File: config.mk
export PLATFORM = sky130hd
export DESIGN_NAME = wb_flat
export DESIGN_NICKNAME = d
export VERILOG_FILES = /design/src/rtl/wb_pkg.sv /design/src/rtl/wb_if.sv /design/src/rtl/wb_cp0_regs.sv /design/src/rtl/wb.sv /design/src/flat_wrapper.sv
export SDC_FILE = /design/constraint.sdc
export NUM_CORES = 1
export LEC_CHECK = 0
export ABC_AREA = 1
export BUFFER_PORTS_ARGS = -buffer_cell sky130_fd_sc_hd__buf_4
export CORE_MARGIN = 2
export CORE_UTILIZATION = 58
export CTS_CLUSTER_DIAMETER = 50
export DETAILED_ROUTE_END_ITERATION = 12
export GPL_ROUTABILITY_DRIVEN = 0
export PLACE_DENSITY = 0.87
export SLEW_MARGIN = 20
export SYNTH_ARGS = -nofsm -noshare
export SYNTH_HDL_FRONTEND = slang
export SYNTH_SLANG_ARGS = --single-unit
File: constraint.sdc
create_clock -name clk -period 3.94 [get_ports clk]
set_input_delay 0.788 -clock clk [delete_from_list [all_inputs] [get_ports clk]]
set_output_delay 0.788 -clock clk [all_outputs]
set_load 0.02 [all_outputs]
File: src/rtl/wb_pkg.sv
// Shared types and constants for the write-back stage: MEM->WB bus layout,
// CP0 register addresses, exception codes and the exception vector.
package wb_pkg;

  localparam int MEM_WB_BUS_WIDTH = 156;
  localparam int EXC_BUS_WIDTH    = 33;

  // CP0 addresses are {rd[4:0], sel[2:0]}
  localparam logic [7:0] CP0_BADVADDR = 8'd64;
  localparam logic [7:0] CP0_COUNT    = 8'd72;
  localparam logic [7:0] CP0_STATUS   = 8'd96;
  localparam logic [7:0] CP0_CAUSE    = 8'd104;
  localparam logic [7:0] CP0_EPC      = 8'd112;

  localparam logic [4:0] EXC_MOD  = 5'd1;
  localparam logic [4:0] EXC_TLBL = 5'd2;
  localparam logic [4:0] EXC_TLBS = 5'd3;
  localparam logic [4:0] EXC_ADEL = 5'd4;
  localparam logic [4:0] EXC_ADES = 5'd5;
  localparam logic [4:0] EXC_SYS  = 5'd8;
  localparam logic [4:0] EXC_BP   = 5'd9;

  localparam logic [31:0] EXC_VECTOR   = 32'hBFC0_0380;
  localparam logic [31:0] STATUS_RESET = 32'h0040_0000;

  typedef struct packed {
    logic        rf_wen;
    logic [4:0]  rf_wdest;
    logic [31:0] mem_result;
    logic [31:0] lo_result;
    logic        hi_write;
    logic        lo_write;
    logic        mfhi;
    logic        mflo;
    logic        mtc0;
    logic        mfc0;
    logic [7:0]  cp0r_addr;
    logic        syscall;
    logic        brk;
    logic        eret;
    logic        adel;
    logic        ades;
    logic        tlbl;
    logic        tlbs;
    logic        mod;
    logic [31:0] badvaddr;
    logic [31:0] pc;
  } mem_wb_bus_t;

  // Highest-priority pending cause wins; 0 when nothing is raised.
  function automatic logic [4:0] exc_code_sel(input mem_wb_bus_t b);
    if (b.adel)         exc_code_sel = EXC_ADEL;
    else if (b.ades)    exc_code_sel = EXC_ADES;
    else if (b.tlbl)    exc_code_sel = EXC_TLBL;
    else if (b.tlbs)    exc_code_sel = EXC_TLBS;
    else if (b.mod)     exc_code_sel = EXC_MOD;
    else if (b.syscall) exc_code_sel = EXC_SYS;
    else if (b.brk)     exc_code_sel = EXC_BP;
    else                exc_code_sel = 5'd0;
  endfunction

endpackage

File: src/rtl/wb_if.sv
// MEM->WB input bus and WB-stage outputs. Valid-only handshake: WB never
// stalls, so an asserted WB_valid is consumed on the same rising edge.
interface wb_if;
  import wb_pkg::*;

  logic                        WB_valid;
  logic [MEM_WB_BUS_WIDTH-1:0] MEM_WB_bus_r;
  logic                        rf_wen;
  logic [4:0]                  rf_wdest;
  logic [31:0]                 rf_wdata;
  logic                        WB_over;
  logic [4:0]                  WB_wdest;
  logic [EXC_BUS_WIDTH-1:0]    exc_bus;
  logic [31:0]                 WB_pc;

  modport master (
    output WB_valid, MEM_WB_bus_r,
    input  rf_wen, rf_wdest, rf_wdata, WB_over, WB_wdest, exc_bus, WB_pc
  );

  modport slave (
    input  WB_valid, MEM_WB_bus_r,
    output rf_wen, rf_wdest, rf_wdata, WB_over, WB_wdest, exc_bus, WB_pc
  );
endinterface

File: src/rtl/wb_cp0_regs.sv
// CP0 register file: Status, Cause, EPC, BadVAddr, Count, and the state
// updates on exception entry, eret and mtc0.
module cp0_regs
  import wb_pkg::*;
(
  input  logic        clk,
  input  logic        reset,
  input  logic [7:0]  addr,
  output logic [31:0] rdata,
  input  logic        we,
  input  logic [31:0] wdata,
  input  logic        exc,
  input  logic [4:0]  exc_code,
  input  logic        badv_we,
  input  logic [31:0] badvaddr,
  input  logic [31:0] pc,
  input  logic        eret,
  output logic [31:0] epc
);

  logic        status_exl;
  logic        status_ie;
  logic [4:0]  cause_code;
  logic [31:0] epc_r;
  logic [31:0] badvaddr_r;
  logic [31:0] count_r;
  logic        toggle;

  assign epc = epc_r;

  always_comb begin
    rdata = 32'd0;
    case (addr)
      CP0_BADVADDR: rdata = badvaddr_r;
      CP0_COUNT:    rdata = count_r;
      CP0_STATUS:   rdata = {9'd0, 1'b1, 20'd0, status_exl, status_ie};
      CP0_CAUSE:    rdata = {25'd0, cause_code, 2'd0};
      CP0_EPC:      rdata = epc_r;
      default:      rdata = 32'd0;
    endcase
  end

  // Count runs regardless of WB_valid; an mtc0 to Count overrides the tick.
  always_ff @(posedge clk) begin
    if (reset) begin
      count_r <= 32'd0;
      toggle  <= 1'b0;
    end else begin
      toggle <= ~toggle;
      if (we && addr == CP0_COUNT) count_r <= wdata;
      else if (toggle)             count_r <= count_r + 32'd1;
    end
  end

  always_ff @(posedge clk) begin
    if (reset) begin
      status_exl <= STATUS_RESET[1];
      status_ie  <= STATUS_RESET[0];
      cause_code <= 5'd0;
      epc_r      <= 32'd0;
      badvaddr_r <= 32'd0;
    end else if (exc) begin
      cause_code <= exc_code;
      status_exl <= 1'b1;
      // Nested exceptions keep the EPC of the outermost one.
      if (!status_exl) epc_r <= pc;
      if (badv_we)     badvaddr_r <= badvaddr;
    end else begin
      if (we) begin
        case (addr)
          CP0_STATUS: {status_exl, status_ie} <= wdata[1:0];
          CP0_EPC:    epc_r <= wdata;
          default:    ;
        endcase
      end
      if (eret) status_exl <= 1'b0;
    end
  end

endmodule

File: src/rtl/wb.sv
// Write-back stage: decodes the MEM->WB bus, owns HI/LO and the register
// file write mux, and raises pipeline flush/redirect via exc_bus.
module wb
  import wb_pkg::*;
(
  input  logic clk,
  input  logic reset,
  wb_if.slave  bus
);

  mem_wb_bus_t b;
  logic        valid;
  logic        exc;
  logic        eret_take;
  logic        mtc0_we;
  logic        badv_we;
  logic [4:0]  exc_code;
  logic [31:0] hi_r;
  logic [31:0] lo_r;
  logic [31:0] cp0_rdata;
  logic [31:0] epc;
  logic [31:0] wdata_mux;
  logic [32:0] exc_bus_raw;

  assign b         = bus.MEM_WB_bus_r;
  assign valid     = bus.WB_valid;
  assign exc       = valid & (b.adel | b.ades | b.tlbl | b.tlbs | b.mod | b.syscall | b.brk);
  assign eret_take = valid & b.eret & ~exc;
  assign mtc0_we   = valid & b.mtc0 & ~exc;
  assign badv_we   = b.adel | b.ades | b.tlbl | b.tlbs | b.mod;
  assign exc_code  = exc_code_sel(b);

  always_ff @(posedge clk) begin
    if (reset) begin
      hi_r <= 32'd0;
      lo_r <= 32'd0;
    end else if (valid && !exc) begin
      if (b.hi_write) hi_r <= b.mem_result;
      if (b.lo_write) lo_r <= b.lo_result;
    end
  end

  cp0_regs u_cp0 (
    .clk      (clk),
    .reset    (reset),
    .addr     (b.cp0r_addr),
    .rdata    (cp0_rdata),
    .we       (mtc0_we),
    .wdata    (b.mem_result),
    .exc      (exc),
    .exc_code (exc_code),
    .badv_we  (badv_we),
    .badvaddr (b.badvaddr),
    .pc       (b.pc),
    .eret     (eret_take),
    .epc      (epc)
  );

  always_comb begin
    if (b.mfhi)      wdata_mux = hi_r;
    else if (b.mflo) wdata_mux = lo_r;
    else if (b.mfc0) wdata_mux = cp0_rdata;
    else             wdata_mux = b.mem_result;
  end

  always_comb begin
    if (exc)            exc_bus_raw = {1'b1, EXC_VECTOR};
    else if (eret_take) exc_bus_raw = {1'b1, epc};
    else                exc_bus_raw = 33'd0;
  end

  // Everything visible outside is forced quiet while reset is held.
  assign bus.rf_wen   = ~reset & valid & b.rf_wen & ~exc;
  assign bus.rf_wdest = reset ? 5'd0 : b.rf_wdest;
  assign bus.rf_wdata = reset ? 32'd0 : wdata_mux;
  assign bus.WB_over  = ~reset & valid;
  assign bus.WB_wdest = reset ? 5'd0 : (b.rf_wdest & {5{valid}});
  assign bus.exc_bus  = reset ? 33'd0 : exc_bus_raw;
  assign bus.WB_pc    = reset ? 32'd0 : b.pc;

endmodule

File: src/flat_wrapper.sv
// flat-port wrapper written by rule: the top's interface ports become plain ports
module wb_flat import wb_pkg::*;
  (clk, reset, bus_WB_valid, bus_MEM_WB_bus_r, bus_rf_wen, bus_rf_wdest, bus_rf_wdata, bus_WB_over, bus_WB_wdest, bus_exc_bus, bus_WB_pc);
  wb_if bus_i ();
  input  logic clk;
  input  logic reset;
  input wire logic [$bits(bus_i.WB_valid)-1:0] bus_WB_valid;
  input wire logic [$bits(bus_i.MEM_WB_bus_r)-1:0] bus_MEM_WB_bus_r;
  output wire logic [$bits(bus_i.rf_wen)-1:0] bus_rf_wen;
  output wire logic [$bits(bus_i.rf_wdest)-1:0] bus_rf_wdest;
  output wire logic [$bits(bus_i.rf_wdata)-1:0] bus_rf_wdata;
  output wire logic [$bits(bus_i.WB_over)-1:0] bus_WB_over;
  output wire logic [$bits(bus_i.WB_wdest)-1:0] bus_WB_wdest;
  output wire logic [$bits(bus_i.exc_bus)-1:0] bus_exc_bus;
  output wire logic [$bits(bus_i.WB_pc)-1:0] bus_WB_pc;
  assign bus_i.WB_valid = bus_WB_valid;
  assign bus_i.MEM_WB_bus_r = bus_MEM_WB_bus_r;
  assign bus_rf_wen = bus_i.rf_wen;
  assign bus_rf_wdest = bus_i.rf_wdest;
  assign bus_rf_wdata = bus_i.rf_wdata;
  assign bus_WB_over = bus_i.WB_over;
  assign bus_WB_wdest = bus_i.WB_wdest;
  assign bus_exc_bus = bus_i.exc_bus;
  assign bus_WB_pc = bus_i.WB_pc;
  wb u_core (.clk(clk), .reset(reset), .bus(bus_i));
endmodule
==> impl_metrics.json <==
{
  "postSynth.topFlopCell": "sky130_fd_sc_hd__dfxtp_1",
  "netlist_top_cells_area": "sky130_fd_sc_hd__dfxtp_1 (34%), sky130_fd_sc_hd__nand2_1 (15%), sky130_fd_sc_hd__nor2_1 (12%)",
  "min_period_ns": 3.50,
  "finish.net_count": 2021,
  "synth_adder_area_share": 0.00127,
  "ios": 268,
  "clkLatencyLatePin_ns": 0.44,
  "clockRootBuffer": "sky130_fd_sc_hd__clkbuf_16",
  "tritoncts": "built",
  "unrepaired_setup_endpoints_after_global_routing": "false",
  "synthMostInstantiatedCell": "sky130_fd_sc_hd__nand2_1",
  "cp_cell_sequence": "buf_4 > nor2_1 > nand3b_2 > nor2_4 > nand2_1 > nor2_1 > buf_4",
  "fin_skew_ns": 0.00569,
  "post_cts.resized_instances": 0,
  "postCtsHoldBufs": 0,
  "power_total_mw": 4.16,
  "final_worst_path_period_share": 0.889,
  "report.final.hold_viol_count": 0,
  "flow.area_growth_from_synthesis_pct": 26.4,
  "timing.reg2reg.worst_path_depth": 9,
  "critical_path.max_stage_delay_ns": 0.55,
  "die_x_um": 135,
  "synth_top_area_cell": "sky130_fd_sc_hd__dfxtp_1",
  "postCtsSetupBuffers": 0,
  "max-vdd-ir-drop_uv": 305,
  "via_per_inst": 5.99,
  "worst_setup_path_end_kind": "output pin",
  "effective_utilization_at_floorplan": 0.594,
  "antenna_cells": 0,
  "post-route-drc-count": 0,
  "area.sequential_um2": 3340,
  "synth_commonest_cells": "sky130_fd_sc_hd__nand2_1 (389), sky130_fd_sc_hd__nor2_1 (305), sky130_fd_sc_hd__dfxtp_1 (167)",
  "synth_sequential_area_ratio": 0.338,
  "maxCapViolCount": 0,
  "grt_pass1_wl_um": 60500,
  "die-area_um2": 18100,
  "core_area_um2": 16600,
  "numCtsBuffers": 17,
  "timing.final.max_slew_violations": 0,
  "antenna_found_initial": 1,
  "total_setup_violations_reported_at_the_end_of_the_flow": 0,
  "simple_logic_cell_fraction_of_the_synthesized_area": 0.397,
  "setup_total_negative_slack_ns": 0,
  "path_clk_slew_ns": 0.07,
  "globalRoute.totalOverflow": 0,
  "drt-pass1-iter-count": 7,
  "min_delay_path_depth": 2,
  "num_vias": 12600,
  "outcome": "completed",
  "timing.critical_path.arrival_ns": 2.72,
  "synthesis.yosys.warnings": 0,
  "setup.worst_path.start_class": "input pin",
  "post_synth_inst_count": 1662,
  "fill_cells": 1344,
  "muxShareOfSynthArea": 0,
  "timing.setup.critical_path_class": "in -> out",
  "ant_nets": 0,
  "synthesis.nets": 1822,
  "cell_area_after_technology_mapping_um2": 9890,
  "ys_types": 35,
  "timing.fmax_ghz": 0.285,
  "synth_async_sr_flop_share": 0,
  "cts.htree.levels": 4,
  "pin_count_of_the_biggest_net_entering_global_routing": 65,
  "number_of_enable_flip_flop_cells_after_synthesis": 0,
  "class_of_the_tightest_hold_or_removal_check": "reg -> reg",
  "synth_top_cell_area_share": 0.338,
  "synth_top_family_by_area": "simple AND/OR/NAND/NOR gates",
  "clkSinkCount": 167,
  "detail_route.wl_per_cell_um": 18.8,
  "drive_above_1_share": 0.190,
  "synth_xor_xnor_area_share": 0.0124,
  "postRouteWirelength_um": 39400,
  "synth.ff_latch_count": 167,
  "power_density_nw_per_um2": 333,
  "fin_util": 0.751,
  "syn-mean-instance-area_um2": 5.95,
  "first_global_vias": 11400,
  "drt_iter0_markers": 1837,
  "dp.final_hpwl_um": 28200,
  "synth-compound-area-share": 0.156,
  "ctsLongestPathBuffers": 2,
  "buffer_ports.inserted": 267,
  "die_y_um": 135,
  "multi_input_gate_area_um2": 5620,
  "crit_fanout": 20,
  "power.leakage_nw": 5.62,
  "cp_data_required_time_ns": 3.15,
  "grt.total_usage": 0.430,
  "max-slew-margin-rel": 0.325,
  "timing.critical_path.slowest_stage_cell": "sky130_fd_sc_hd__nand2_1",
  "actual_slew_at_the_worst_max_slew_pin_ns": 1.01,
  "rows": 47
}
## routing by layer
layer | up-vias | GRT usage | wire length (um)
li1 | 5740 | - | -
met1 | 5645 | 0.547 | 13900
met2 | 962 | 0.645 | 17100
met3 | 205 | 0.117 | 5590
met4 | 0 | 0.274 | 2830
met5 | - | 0 | 0
## flip-flops by register name (all words and copies together), names as in the netlist
signal / cells
u_core.u_cp0.epc: 32
u_core.u_cp0.count_r: 32
u_core.hi_r: 32
u_core.u_cp0.toggle: 1
u_core.u_cp0.status_ie: 1
u_core.lo_r: 32
u_core.u_cp0.badvaddr_r: 32
u_core.u_cp0.status_exl: 1
u_core.u_cp0.cause_code: 4
## logic make-up (layout without fill, tap and decap cells)
| kind of cell | count (synthesis) | after routing |
|---|---|---|
| and+or+nand+nor | 930 | 930 |
| AOI/OAI and AO/OA | 305 | 305 |
| buffers and inverters | 245 | 457 |
| DFF | 167 | 167 |
| xor gates and xnor gates | 14 | 14 |
| adders and majority gates | 1 | 1 |
## worst max-delay path: cells and delay by family
kind                   cells  cell delay, ns
AND/OR/NAND/NOR            5            1.59
buffers and inverters      2            0.32
## power breakdown
part	switching, mW	internal, mW	total, mW
Clock	0.798	0.833	1.63
Combinational	0.447	0.273	0.720
Sequential	0.0590	1.74	1.80
## path summary, 6_finish.rpt
| kind | endpoint | slack (ns) | from |
|---|---|---|---|
| min | u_core.hi_r[8] | 0.45 | u_core.hi_r[8] |
| min reg2reg | u_core.hi_r[8] | 0.45 | u_core.hi_r[8] |
| max reg2reg | u_core.u_cp0.count_r[29] | 1.90 | u_core.u_cp0.count_r[3] |
| max | bus_exc_bus[17] | 0.44 | bus_MEM_WB_bus_r[66] |
## cell usage in the layout, fill, tap and decap left out, types with 2 or more instances in the layout
master                       instances
sky130_fd_sc_hd__nor2_4              2
sky130_fd_sc_hd__a21oi_1           155
sky130_fd_sc_hd__nor2_1            301
sky130_fd_sc_hd__clkinv_4            3
sky130_fd_sc_hd__xor2_1             10
sky130_fd_sc_hd__nand2_1           388
sky130_fd_sc_hd__o21ai_1            31
sky130_fd_sc_hd__inv_8               3
sky130_fd_sc_hd__xnor2_1             4
sky130_fd_sc_hd__nand2_2             2
sky130_fd_sc_hd__nor2_2              4
sky130_fd_sc_hd__clkbuf_16          17
sky130_fd_sc_hd__nand4_1            32
sky130_fd_sc_hd__buf_4             289
sky130_fd_sc_hd__dfxtp_1           167
sky130_fd_sc_hd__or2_2              17
sky130_fd_sc_hd__inv_1             131
sky130_fd_sc_hd__nand3b_1           10
sky130_fd_sc_hd__inv_2               3
sky130_fd_sc_hd__o21ai_0           114
sky130_fd_sc_hd__inv_6               4
sky130_fd_sc_hd__clkinvlp_4          3
sky130_fd_sc_hd__o211ai_1            2
sky130_fd_sc_hd__nor3_1              8
sky130_fd_sc_hd__nand3_1           160
## layout make-up
| class | count | share of cell area |
|---|---|---|
| repair buffers | 290 | 0.175 |
| flip-flops and latches | 167 | 0.268 |
| inverters | 135 | 0.0407 |
| multi-input cells | 1250 | 0.449 |
| clock inverters | 15 | 0.0111 |
| well taps | 220 | 0.0220 |
| clock buffers | 17 | 0.0340 |
## per-stage QoR
| stage | setup slack (ns) | hold slack [ns] | area [um^2] | std cells |
|---|---|---|---|---|
| finish | 0.436 | 0.451 | 12500 | 2094 |
| detailed placement | 0.532 | 0.443 | 11900 | 2062 |
| floorplan | 1.02 | 0.429 | 9890 | 1662 |
| global placement | 0.515 | 0.439 | 11900 | 2062 |
| CTS | 0.522 | 0.454 | 12500 | 2094 |
| global route | 0.393 | 0.470 | 12500 | 2094 |
Note: power is estimated with default switching activity, not from simulation.
